## config.mk

```make
export PLATFORM = sky130hd
export DESIGN_NAME = trap_ctrl
export DESIGN_NICKNAME = d
export VERILOG_FILES = /design/src/rtl/trap_pkg.sv /design/src/rtl/trap_ctrl_timer.sv /design/src/rtl/trap_ctrl.sv
export SDC_FILE = /design/constraint.sdc
export NUM_CORES = 1
export LEC_CHECK = 0
export ABC_AREA = 0
export BUFFER_PORTS_ARGS = -buffer_cell sky130_fd_sc_hd__buf_2
export CORE_MARGIN = 1.5
export CORE_UTILIZATION = 40
export DETAILED_ROUTE_END_ITERATION = 10
export PLACE_DENSITY = 0.72
export SYNTH_ARGS = -nofsm -noshare
export SYNTH_HDL_FRONTEND = slang
export SYNTH_SLANG_ARGS = --single-unit
```

## constraint.sdc

```tcl
create_clock -name clk -period 3.9 [get_ports clk]
set_input_delay 0.585 -clock clk [delete_from_list [all_inputs] [get_ports clk]]
set_output_delay 0.585 -clock clk [all_outputs]
set_load 0.03 [all_outputs]
```

## src/rtl/trap_pkg.sv

```systemverilog
// trap_pkg: shared constants and state type for the trap sequencer.
// Holds the SYSTEM instruction encodings, the mcause codes and the FSM state enum.
package trap_pkg;
  localparam logic [31:0] INST_ECALL  = 32'h0000_0073;
  localparam logic [31:0] INST_EBREAK = 32'h0010_0073;
  localparam logic [31:0] INST_MRET   = 32'h3020_0073;
  localparam logic [31:0] CAUSE_ECALL  = 32'd11;
  localparam logic [31:0] CAUSE_EBREAK = 32'd3;
  localparam logic [31:0] CAUSE_MTI    = 32'h8000_0007;
  localparam logic [31:0] CAUSE_MEI    = 32'h8000_000B;
  typedef enum logic [1:0] {
    ST_IDLE   = 2'd0,
    ST_TRAP   = 2'd1,
    ST_VECTOR = 2'd2,
    ST_MRET   = 2'd3
  } trap_state_t;
endpackage

```

## src/rtl/trap_ctrl_timer.sv

```systemverilog
// machine_timer: free-running mtime plus writable mtimecmp and the pending compare.
// Ports: clk, rst_n (async, active-low); cmp_wen/cmp_wdata load mtimecmp;
// mtime is the counter value; timer_pending = mtime >= mtimecmp (unsigned).
module machine_timer #(
  parameter int unsigned XLEN = 32,
  parameter logic [XLEN-1:0] MTIMECMP_RST = '1
) (
  input  logic            clk,
  input  logic            rst_n,
  input  logic            cmp_wen,
  input  logic [XLEN-1:0] cmp_wdata,
  output logic [XLEN-1:0] mtime,
  output logic            timer_pending
);
  logic [XLEN-1:0] mtimecmp;
  always_ff @(posedge clk or negedge rst_n) begin
    if (!rst_n) begin
      mtime    <= '0;
      mtimecmp <= MTIMECMP_RST;
    end else begin
      mtime <= mtime + 1'b1;
      if (cmp_wen) mtimecmp <= cmp_wdata;
    end
  end
  // compares against the registered mtimecmp, so a write lands only after the edge
  assign timer_pending = mtime >= mtimecmp;
endmodule

```

## src/rtl/trap_ctrl.sv

```systemverilog
// trap_ctrl: trap sequencer feeding the CSR file and redirecting fetch.
// Ports: clk, rst_n (async, active-low); retiring inst_valid/instruction/pc;
// mtvec/mepc/mie from the CSR file; ext_irq level interrupt; cmp_wen/cmp_wdata
// mtimecmp write; trap_valid/irq_no/trap_epc cause+EPC capture strobe;
// redirect_valid/redirect_pc fetch redirect; stall holds the core; mtime timer value.
module trap_ctrl
  import trap_pkg::*;
#(
  parameter int unsigned XLEN = 32,
  parameter logic [XLEN-1:0] MTIMECMP_RST = '1
) (
  input  logic            clk,
  input  logic            rst_n,
  input  logic            inst_valid,
  input  logic [31:0]     instruction,
  input  logic [XLEN-1:0] pc,
  input  logic [XLEN-1:0] mtvec,
  input  logic [XLEN-1:0] mepc,
  input  logic            mie,
  input  logic            ext_irq,
  input  logic            cmp_wen,
  input  logic [XLEN-1:0] cmp_wdata,
  output logic            trap_valid,
  output logic [XLEN-1:0] irq_no,
  output logic [XLEN-1:0] trap_epc,
  output logic            redirect_valid,
  output logic [XLEN-1:0] redirect_pc,
  output logic            stall,
  output logic [XLEN-1:0] mtime
);
  // interrupt causes keep their interrupt flag in the MSB whatever XLEN is
  localparam logic [XLEN-1:0] C_ECALL  = XLEN'(CAUSE_ECALL);
  localparam logic [XLEN-1:0] C_EBREAK = XLEN'(CAUSE_EBREAK);
  localparam logic [XLEN-1:0] C_MTI    = {CAUSE_MTI[31], (XLEN-1)'(CAUSE_MTI[30:0])};
  localparam logic [XLEN-1:0] C_MEI    = {CAUSE_MEI[31], (XLEN-1)'(CAUSE_MEI[30:0])};
  trap_state_t     state;
  logic            timer_pending;
  logic            is_ecall, is_ebreak, is_mret, irq_tmr, irq_ext, trap_evt;
  logic [XLEN-1:0] trap_cause, cause_q, epc_q;
  machine_timer #(.XLEN(XLEN), .MTIMECMP_RST(MTIMECMP_RST)) u_timer (
    .clk(clk),
    .rst_n(rst_n),
    .cmp_wen(cmp_wen),
    .cmp_wdata(cmp_wdata),
    .mtime(mtime),
    .timer_pending(timer_pending)
  );
  always_comb begin
    is_ecall   = inst_valid && instruction == INST_ECALL;
    is_ebreak  = inst_valid && instruction == INST_EBREAK;
    is_mret    = inst_valid && instruction == INST_MRET;
    irq_tmr    = mie && timer_pending;
    irq_ext    = mie && ext_irq;
    trap_evt   = is_ecall || is_ebreak || irq_tmr || irq_ext;
    trap_cause = is_ecall ? C_ECALL : is_ebreak ? C_EBREAK : irq_tmr ? C_MTI : C_MEI;
  end
  always_ff @(posedge clk or negedge rst_n) begin
    if (!rst_n) begin
      state   <= ST_IDLE;
      cause_q <= '0;
      epc_q   <= '0;
    end else begin
      state <= state == ST_TRAP ? ST_VECTOR :
               state != ST_IDLE ? ST_IDLE :
               trap_evt         ? ST_TRAP :
               is_mret          ? ST_MRET : ST_IDLE;
      // for interrupts pc is the pre-empted instruction, which the core squashes
      if (state == ST_IDLE && trap_evt) begin
        cause_q <= trap_cause;
        epc_q   <= pc;
      end
    end
  end
  always_comb begin
    trap_valid     = state == ST_TRAP;
    irq_no         = (state == ST_TRAP || state == ST_VECTOR) ? cause_q : '0;
    trap_epc       = (state == ST_TRAP || state == ST_VECTOR) ? epc_q : '0;
    redirect_valid = state == ST_VECTOR || state == ST_MRET;
    redirect_pc    = state == ST_VECTOR ? {mtvec[XLEN-1:2], 2'b00} :
                     state == ST_MRET   ? mepc : '0;
    stall          = state != ST_IDLE;
  end
endmodule
```

==> qor.csv <==
metric,value,unit
detail_route.wirelength,15.8,mm
clock-skew-final,0.00654,ns
finish.utilization,52.1,%
power_per_cell_area,374,nW/um2
seq_area_frac_synth,44.0,%
critical_path_launch_point_type,register,
run_status,"finished, final reports clean",
synth_top_area_share,29.7,%
holdWs,0.414,ns
drtAntennaViolNets,0,
hold_violations,0,
worst_hold_path_type,primary input to async pin,
worst_slack,0.823,ns
kind_of_cell_adding_the_most_delay_to_the_critical_path,compound AO/OA/AOI/OAI gates,
mostFrequentLayoutCell,sky130_fd_sc_hd__buf_2,
dieArea,15500,um2
initial_utilization,40.7,%
detail_route.vias_per_cell,4.88,
final_nets,1024,
async_flop_share,100,%
post-cts-setup-buffers,0,
yosysTopAreaCell,sky130_fd_sc_hd__dfrtp_1,
final_layout_size_suffix_gt1_share,43.0,%
rsz0062_at_grt,no,
crit_slowest_cell,sky130_fd_sc_hd__o41a_4,
path_class,register to register,
ir_drop_worst_vdd,333,uV
worst-endpoint-required,4.12,ns
io_buffers,267,
timing.max_cap.violations,0,
area.sequential,2590,um2
critPathMaxStageDelay,0.75,ns
netlist_area,5890,um2
synth_area_leaders,"sky130_fd_sc_hd__dfrtp_1, sky130_fd_sc_hd__dfstp_2, sky130_fd_sc_hd__ha_1",
post-route-drc-count,0,
cts_resized,0,
setup_slack_at_placement,0.810,ns
ys.flop_type,sky130_fd_sc_hd__dfrtp_1,
final_period_minus_worst_setup_slack,3.08,ns
worst-path-max-fanout,32,
fillCellCount,1391,
synthesis.yosys.warnings,0,
gp_routability_congestion,0.821,
grt_use_total,20.4,%
synth_enable_flop_cells,0,
first_pass_iters,4,
clock_sink_count,102,
number_of_design_rule_violations_left_by_the_first_detailed_router_iteration,172,
cts_htree_levels,3,
path_clk_slew,0.07,ns
cts.path.max_buffers,2,
areaGrowthSynthToFinish,28.2,%
yosys_register_bits,102,
die_span_in_y,124,um
chipWidth,124,um
grt_antenna_before_repair,2,
wire_per_inst,15.6,um
slew_limit_headroom,33.6,%
fin_tns_setup,0,ns
power.static_leakage,0.00401,uW
tightestPinTransition,0.996,ns
max_freq,325,MHz
top_level_ports,297,
design.core.area,14500,um2
cp_num_buf_inv,1,
cts-hold-fix-buffers,0,
dpl.hpwl,12.6,mm
placementRows,44,
worstPathCellList,inv_1 -> ha_1 -> and4_1 -> nand4_1 -> o211ai_1 -> a2111o_1 -> o41a_4 -> mux2_4,
final_max_slew_viol_count,0,
cts-root-buf,sky130_fd_sc_hd__clkbuf_16,
synth.lib_cells_used.distinct,48,
grt_start_max_net_pins,83,
critPathArrivalTime,3.30,ns
timing.critical_path.to_type,register,
cts_tree,done,
number_of_global_route_vias_before_repair,4592,
multi_input_comb_area,2910,um2
global_route.overflow_total,0,
global_route_wire_length_before_repair,24.9,mm
most-common-layout-cells,"sky130_fd_sc_hd__buf_2, sky130_fd_sc_hd__dfrtp_1, sky130_fd_sc_hd__nand2_1",
setup_violations,0,
syn_inst,563,
min_period_over_period,78.9,%
vias,4934,
synthesis.area_per_instance,10.5,um2
worst_skew_pair.late_latency,0.34,ns
cts-buffers-inserted,9,
-- layer usage --
layer	wire [um]	track usage, %	vias to the layer above	share of wire, %
li1	-	-	2427	-
met1	7280	28.4	2312	46
met2	7430	32.1	180	47
met3	875	4.42	13	5.5
met4	160	5.75	2	1.0
met5	13	0	-	0.082
-- final cells by class --
cell class	count	share of cell area, %
antenna	1	0.0332
clock buffer	12	3.27
clock inverter	4	0.729
inverter	38	1.89
multi-input combinational	399	38.6
sequential	102	34.3
tap	184	3.05
timing repair buffer	271	18.1
-- final timing paths --
check | from | to | slack (ns) | cells after the start
worst min-delay path | rst_n | u_timer.mtime[9] | 0.41 | 1
worst max register to register | u_timer.mtimecmp[29] | epc_q[26] | 0.82 | 8
worst max-delay path | u_timer.mtimecmp[29] | epc_q[26] | 0.82 | 8
min in group clk | cmp_wdata[8] | u_timer.mtimecmp[8] | 0.45 | 3
worst min register to register | cause_q[1] | cause_q[1] | 0.48 | 1
max in group asynchronous | rst_n | state[1] | 2.61 | 2
-- worst reg2reg max path: cells and delay by family (launching register included) --
family,cells,cell delay [ns]
and+or+nand+nor,2,0.40
AOI/OAI and AO/OA,3,1.31
DFF,1,0.51
buffers and inverters,1,0.05
adders and majority gates,1,0.28
muxes,1,0.42
-- Yosys cell counts, drive strengths merged, types with 3 or more instances --
master and instances:
xor2 7, a31oi 4, buf 32, a22o 29, nor4 4, dfrtp 70
o21ai 39, o211ai 3, and3 6, dfstp 32, ha 37, nor3 8
nand2 56, clkbuf 18, inv 38, and2 39, nand3 15, nor2 10
nand4 13, and4 5, nand2b 4, mux2 33, xnor2 23, a21oi 15
-- logic make-up (layout without fill, tap and decap cells) --
group / Yosys count / count (layout) / synth area share (%)
and+or+nand+nor: 169 / 169 / 15.2
AOI/OAI and AO/OA: 103 / 103 / 11.9
DFF: 102 / 102 / 44.0
buffers and inverters: 88 / 325 / 8.24
adders and majority gates: 37 / 37 / 7.86
muxes: 33 / 33 / 8.22
xor gates and xnor gates: 30 / 30 / 4.46
other: 1 / 28 / 0.0637
-- metrics by stage --
stage | power (uW) | cells | area, um2
after floorplan | 1730 | 589 | 5990
after global placement | 1920 | 994 | 7240
after detailed placement | 1940 | 994 | 7240
after CTS | 2850 | 1010 | 7550
after global routing | 2970 | 1010 | 7550
final | 2820 | 1011 | 7550
-- report_power, final --
part	total, uW	switching, uW	internal [uW]
Sequential	1240	54.9	1190
Clock	905	385	520
Combinational	673	390	283
-- state kept, by name (all words and copies together) (netlist names) --
register and count:
state 2, u_timer.mtime 32, epc_q 32, cause_q 4, u_timer.mtimecmp 32
(Power assumes the default switching activity.)
